--- config.mk ---
export PLATFORM = sky130hd
export DESIGN_NAME = lmsm_sequencer
export DESIGN_NICKNAME = d
export VERILOG_FILES = /design/src/rtl/lmsm_pkg.sv /design/src/rtl/lsb_pri_enc.sv /design/src/rtl/lmsm_sequencer.sv
export SDC_FILE = /design/constraint.sdc
export NUM_CORES = 1
export LEC_CHECK = 0
export BUFFER_PORTS_ARGS = -buffer_cell sky130_fd_sc_hd__buf_2
export CORE_MARGIN = 2
export CORE_UTILIZATION = 51
export CTS_CLUSTER_SIZE = 28
export DETAILED_ROUTE_END_ITERATION = 16
export PLACE_DENSITY = 0.79
export SLEW_MARGIN = 5
export SYNTH_ARGS = -nofsm -noshare
export SYNTH_HDL_FRONTEND = slang
export SYNTH_HIERARCHICAL = 1
export SYNTH_SLANG_ARGS = --single-unit
--- constraint.sdc ---
create_clock -name clk -period 3.5 [get_ports clk]
set_input_delay 0.7 -clock clk [delete_from_list [all_inputs] [get_ports clk]]
set_output_delay 0.7 -clock clk [all_outputs]
set_load 0.02 [all_outputs]
--- src/rtl/lmsm_pkg.sv ---
// Shared types and constants for the LM/SM micro-op sequencer.
package lmsm_pkg;

   localparam int unsigned IR_W   = 16;
   localparam int unsigned MASK_W = 8;

   localparam logic [3:0] OPC_LM = 4'b0110;
   localparam logic [3:0] OPC_SM = 4'b0111;

   typedef enum logic [0:0] {
      StIdle,
      StSeq
   } state_e;

   function automatic logic is_multi(input logic [3:0] opcode);
      return (opcode == OPC_LM) || (opcode == OPC_SM);
   endfunction

endpackage

--- src/rtl/lsb_pri_enc.sv ---
// Lowest-set-bit priority encoder: index, one-hot, any-set and two-or-more-set flags.
module lsb_pri_enc
   import lmsm_pkg::*;
(
   input  logic [MASK_W-1:0] mask,
   output logic [2:0]        idx,
   output logic [MASK_W-1:0] onehot,
   output logic              any,
   output logic              multi
);

   always_comb begin
      idx = 3'd0;
      // Scan downwards so the lowest set bit is the last one written.
      for (int i = MASK_W - 1; i >= 0; i--) begin
         if (mask[i]) idx = 3'(i);
      end
   end

   assign onehot = mask & (~mask + 1'b1);
   assign any    = |mask;
   assign multi  = |(mask & (mask - 1'b1));

endmodule

--- src/rtl/lmsm_sequencer.sv ---
// Expands LM/SM instructions into one micro-op per mask bit; passes other instructions through.
// Optional LMSM_PERF_EN adds a saturating perf_count of emitted LM/SM micro-ops.
module lmsm_sequencer
   import lmsm_pkg::*;
(
   input  logic            clk,
   input  logic            rst_n,
   input  logic            in_valid,
   input  logic [IR_W-1:0] in_ir,
   input  logic [IR_W-1:0] in_pc,
   input  logic            id_stall,
   input  logic            flush,
   output logic            out_valid,
   output logic [IR_W-1:0] out_ir,
   output logic [IR_W-1:0] out_pc,
   output logic [2:0]      out_reg,
   output logic [2:0]      out_offset,
   output logic            out_first,
   output logic            out_last,
   output logic            hold_fetch,
   output logic            busy
`ifdef LMSM_PERF_EN
   ,
   output logic [15:0]     perf_count
`endif
);

   state_e              state_q, state_d;
   logic [MASK_W-1:0]   rem_q, rem_d;
   logic [2:0]          cnt_q, cnt_d;

   logic                valid_q, valid_d;
   logic [IR_W-1:0]     ir_q, ir_d;
   logic [IR_W-1:0]     pc_q, pc_d;
   logic [2:0]          reg_q, reg_d;
   logic [2:0]          off_q, off_d;
   logic                first_q, first_d;
   logic                last_q, last_d;

   logic [MASK_W-1:0]   enc_in;
   logic [2:0]          enc_idx;
   logic [MASK_W-1:0]   enc_onehot;
   logic                enc_any;
   logic                enc_multi;
   logic                start;
   logic                in_multi;

   assign start    = in_valid && (state_q == StIdle);
   assign in_multi = is_multi(in_ir[15:12]);
   assign enc_in   = (state_q == StIdle) ? in_ir[MASK_W-1:0] : rem_q;

   lsb_pri_enc u_enc (
      .mask   (enc_in),
      .idx    (enc_idx),
      .onehot (enc_onehot),
      .any    (enc_any),
      .multi  (enc_multi)
   );

   // Released one cycle early so IF/ID presents the next instruction alongside the last micro-op.
   assign hold_fetch = id_stall
                     || (start && in_multi && enc_multi)
                     || ((state_q == StSeq) && enc_multi);

   always_comb begin
      state_d = state_q;
      rem_d   = rem_q;
      cnt_d   = cnt_q;
      valid_d = valid_q;
      ir_d    = ir_q;
      pc_d    = pc_q;
      reg_d   = reg_q;
      off_d   = off_q;
      first_d = first_q;
      last_d  = last_q;

      if (flush) begin
         state_d = StIdle;
         rem_d   = '0;
         cnt_d   = '0;
         valid_d = 1'b0;
      end else if (!id_stall) begin
         unique case (state_q)
            StIdle: begin
               if (start) begin
                  valid_d = 1'b1;
                  pc_d    = in_pc;
                  first_d = 1'b1;
                  off_d   = 3'd0;
                  if (in_multi && enc_any) begin
                     ir_d    = {in_ir[IR_W-1:MASK_W], enc_onehot};
                     reg_d   = enc_idx;
                     last_d  = !enc_multi;
                     rem_d   = in_ir[MASK_W-1:0] & ~enc_onehot;
                     cnt_d   = 3'd1;
                     state_d = enc_multi ? StSeq : StIdle;
                  end else begin
                     ir_d   = in_ir;
                     reg_d  = in_ir[11:9];
                     last_d = 1'b1;
                     rem_d  = '0;
                     cnt_d  = '0;
                  end
               end else begin
                  valid_d = 1'b0;
               end
            end
            StSeq: begin
               valid_d = 1'b1;
               ir_d    = {ir_q[IR_W-1:MASK_W], enc_onehot};
               reg_d   = enc_idx;
               off_d   = cnt_q;
               first_d = 1'b0;
               last_d  = !enc_multi;
               rem_d   = rem_q & ~enc_onehot;
               cnt_d   = cnt_q + 3'd1;
               if (!enc_multi) state_d = StIdle;
            end
            default: state_d = StIdle;
         endcase
      end
   end

   always_ff @(posedge clk or negedge rst_n) begin
      if (!rst_n) begin
         state_q <= StIdle;
         rem_q   <= '0;
         cnt_q   <= '0;
         valid_q <= 1'b0;
         ir_q    <= '0;
         pc_q    <= '0;
         reg_q   <= '0;
         off_q   <= '0;
         first_q <= 1'b0;
         last_q  <= 1'b0;
      end else begin
         state_q <= state_d;
         rem_q   <= rem_d;
         cnt_q   <= cnt_d;
         valid_q <= valid_d;
         ir_q    <= ir_d;
         pc_q    <= pc_d;
         reg_q   <= reg_d;
         off_q   <= off_d;
         first_q <= first_d;
         last_q  <= last_d;
      end
   end

   assign out_valid  = valid_q;
   assign out_ir     = ir_q;
   assign out_pc     = pc_q;
   assign out_reg    = reg_q;
   assign out_offset = off_q;
   assign out_first  = first_q;
   assign out_last   = last_q;
   assign busy       = (state_q == StSeq);

`ifdef LMSM_PERF_EN
   logic [15:0] perf_q;
   logic        emit_multi;

   assign emit_multi = !flush && !id_stall
                     && ((start && in_multi && enc_any) || (state_q == StSeq));

   always_ff @(posedge clk or negedge rst_n) begin
      if (!rst_n) begin
         perf_q <= '0;
      end else if (emit_multi && (perf_q != 16'hFFFF)) begin
         perf_q <= perf_q + 16'd1;
      end
   end

   assign perf_count = perf_q;
`endif

endmodule

==> impl_results.md <==
* Status: finished clean
* Final setup TNS at 0 ns
* Register-to-Register Setup Slack at 0.67 ns
* 1st-iter DRT viols at 236
* Layout cell share with drive strength beyond 1 at 40.2%
* Synthesized area at ~2700 sq um
* Final period utilization at approximately 93%
* Post-synth ARST share at 100%
* Most frequent cell after synthesis: dfrtp_1
* Minimum clock period at 3.26 ns
* Reg2Reg Depth at 7
* Initial Utilization at 52.5%
* Vias in the first global route at 2137
* Final Cell Area at 3230 sq um
* Yosys reg bits at 53
* Layout Nets at 363
* Hpwl dp at 4530 um
* Post-Route WL at 6250 um
* Count of pins over their slew limit at 0
* Initial antenna violation count at 0
* Yosys warns at 6
* Tot GR Track Use at 22.1%
* Iteration count of the initial detailed-routing pass at 4
* Row count at 26
* Worst-case vdd ir drop at around 270 uV
* Die Width at 76.5 um
* Post-Syn Instances at ~250
* Clk buf depth at 2
* GR Overflow Total at 0
* CTS tree: yes
* # diodes at 0
* Post-DP Area at between 3000 and 4000 sq um
* Reg-to-Reg Start: busy
* DRC viols at 0
* Core box area at 5110 sq um
* Crit Path Category: flip-flop to output pin
* CTS Hold Buffers Added at 0
* Synth area leader: dfrtp_1
* Num CTS Buffers at 5
* Synth top area share at 49.4%
* Clk sink count at 53
* Crit path max fanout at 12
* Synth Area per Inst at 10.7 sq um
* Top cells by area, synth: dfrtp_1 (49%), mux2_2 (13%), a21oi_1 (4.1%)
* Worst path arrival time at 2.56 ns
* Unrepaired setup endpoints after global routing: false
* Critical Path End Type: output pin
* Area growth syn-to-layout at 20.5%
* Worst path required time at approximately 2.8 ns
* CP cell instances: mux2_2, or4_4, o41ai_2, o22ai_1, o21ai_0, nand2_1, buf_2
* Crit-path slowest cell: or4_4
* Depth of the CTS H-tree at 2
* Synth Flop Type: dfrtp_1
* Hold_ws at 0.350 ns
* First-pass GRT wire length at 10400 um
* Power Density at around 480 nW/um^2
* Root buf cell: clkbuf_8
* WL/cell at 15.8 um
* Port bufs at 79
* Worst Setup Start Kind: flip-flop
* Syn_nets at a little under 300
* Via Count at 2243
* Die footprint at 5860 sq um
* CTS clk-pin slew, worst paths at ~0.10 ns
* Vias per cell at 5.66
* CTS resizes at 0
* Synth cell count leaders: dfrtp_1 (53), mux2_2 (31), a21oi_1 (22)
* Endpoints failing setup at 0
* Setup ws final at between 0.2 and 0.25 ns
* Tot Pwr at around 1.5 mW
* Measured slew at the worst slew-check pin at 0.597 ns
* Vert. Die Dim at 76.5 um
* Yosys cell types at between 40 and 50
* Largest net degree at the start of global routing at 33
* Max incr delay on CP at 0.60 ns
* Clock insertion delay at the later pin of the skew report at 0.31 ns
* Postcts setup bufs at 0
* RD Place Congestion at between 0.9 and 1
* Seq/Total Area, Yosys at around 49%
* Worst Hold Class: input port to asynchronous set/reset pin
* I/O Pins at 80
* FMAX at 307 MHz
* Antenna Violating Nets Remaining at 0
* Rel. slew slack at 60.0%
* Clock Skew at 0.00919 ns
* Final Hold Viols at 0
* Critical R2R Capture: cnt_q[0]
* # Max-Cap Violations at 0
* Leakage dissipation at 1.45 nW
* Number of synthesized flops with an enable pin at 0
* Dpl ws at roughly 0.39 ns
-- cells in the final DEF (no fill, tap or decap), types with 2 or more instances in the layout --
cell type,synthesis,final
nand2_1,13,13
o32ai_1,7,7
and2_1,2,2
mux2_2,31,31
or3_1,2,2
o2bb2ai_1,2,2
a31oi_1,12,12
o21ai_0,15,15
inv_1,12,12
clkbuf_8,0,5
buf_4,1,7
nand2b_1,8,8
dfrtp_1,53,52
a32o_1,3,3
a21oi_1,22,22
buf_2,7,79
nor3b_1,2,2
nor3_1,2,2
nor2_1,8,8
nand3_1,12,12
and4b_1,2,2
-- per-stage QoR --
stage | cells | utilization, %
2_1_floorplan | 251 | -
3_3_place_gp | 388 | 61.1
3_5_place_dp | 388 | 61.1
4_1_cts | 396 | 63.3
5_1_grt | 396 | 63.3
6_report | 396 | 63.3
-- cells by family (layout without fill, tap and decap cells) --
logic type               count (synthesis)  after routing  synth area share (%)
AO/OA/AOI/OAI                           71             71                  17.7
AND/OR/NAND/NOR                         60             60                  12.6
flip-flops                              53             53                  49.4
multiplexers                            33             33                  13.8
buffers and inverters                   31            106                  5.36
adder cells (fa/ha/maj)                  2              2                 0.839
XOR/XNOR                                 1              1                 0.326
-- where the power goes --
| group | leakage, nW | switching, mW | internal [mW] |
|---|---|---|---|
| Sequential | 0.646 | 0.0392 | 0.693 |
| Combinational | 0.742 | 0.240 | 0.153 |
| Clock | 0.0585 | 0.209 | 0.215 |
| Total | 1.45 | 0.488 | 1.06 |
-- cell type report --
class,count,area [sq um]
Sequential cell,53,1330
Clock inverter,3,43.8
Clock buffer,5,68.8
Inverter,12,45.0
Multi-Input combinational cell,167,1210
Fill cell,464,1870
Tap cell,70,87.6
Timing Repair Buffer,86,448
-- how the worst max path moves through the flow --
| stage | from | to | slack (ns) | depth (start not counted) |
|---|---|---|---|---|
| 2_1_floorplan | busy | hold_fetch | 0.38 | 8 |
| 3_3_place_gp | in_ir[3] | hold_fetch | 0.42 | 8 |
| 3_5_place_dp | in_ir[3] | hold_fetch | 0.39 | 8 |
| 4_1_cts | busy | hold_fetch | 0.12 | 7 |
| 5_1_grt | busy | hold_fetch | 0.06 | 7 |
| 6_report | busy | hold_fetch | 0.24 | 7 |
-- routing by layer --
| metal | track usage [%] | wire length [um] | vias to the layer above | part of all wire (%) |
|---|---|---|---|---|
| li1 | - | - | 1069 | - |
| met1 | 32.1 | 2770 | 1086 | 44 |
| met2 | 34.7 | 2950 | 82 | 47 |
| met3 | 3.67 | 465 | 6 | 7.4 |
| met4 | 5.64 | 66 | 0 | 1.1 |
| met5 | 0 | 0 | - | 0 |
-- critical path: cells and delay by family (launching register included) --
kind	cells	cell delay (ns)
and+or+nand+nor	2	0.67
muxes	1	0.43
AOI/OAI and AO/OA	3	0.47
buffers and inverters	1	0.15
DFF	1	0.52
Power figures use the tool's default switching activity.
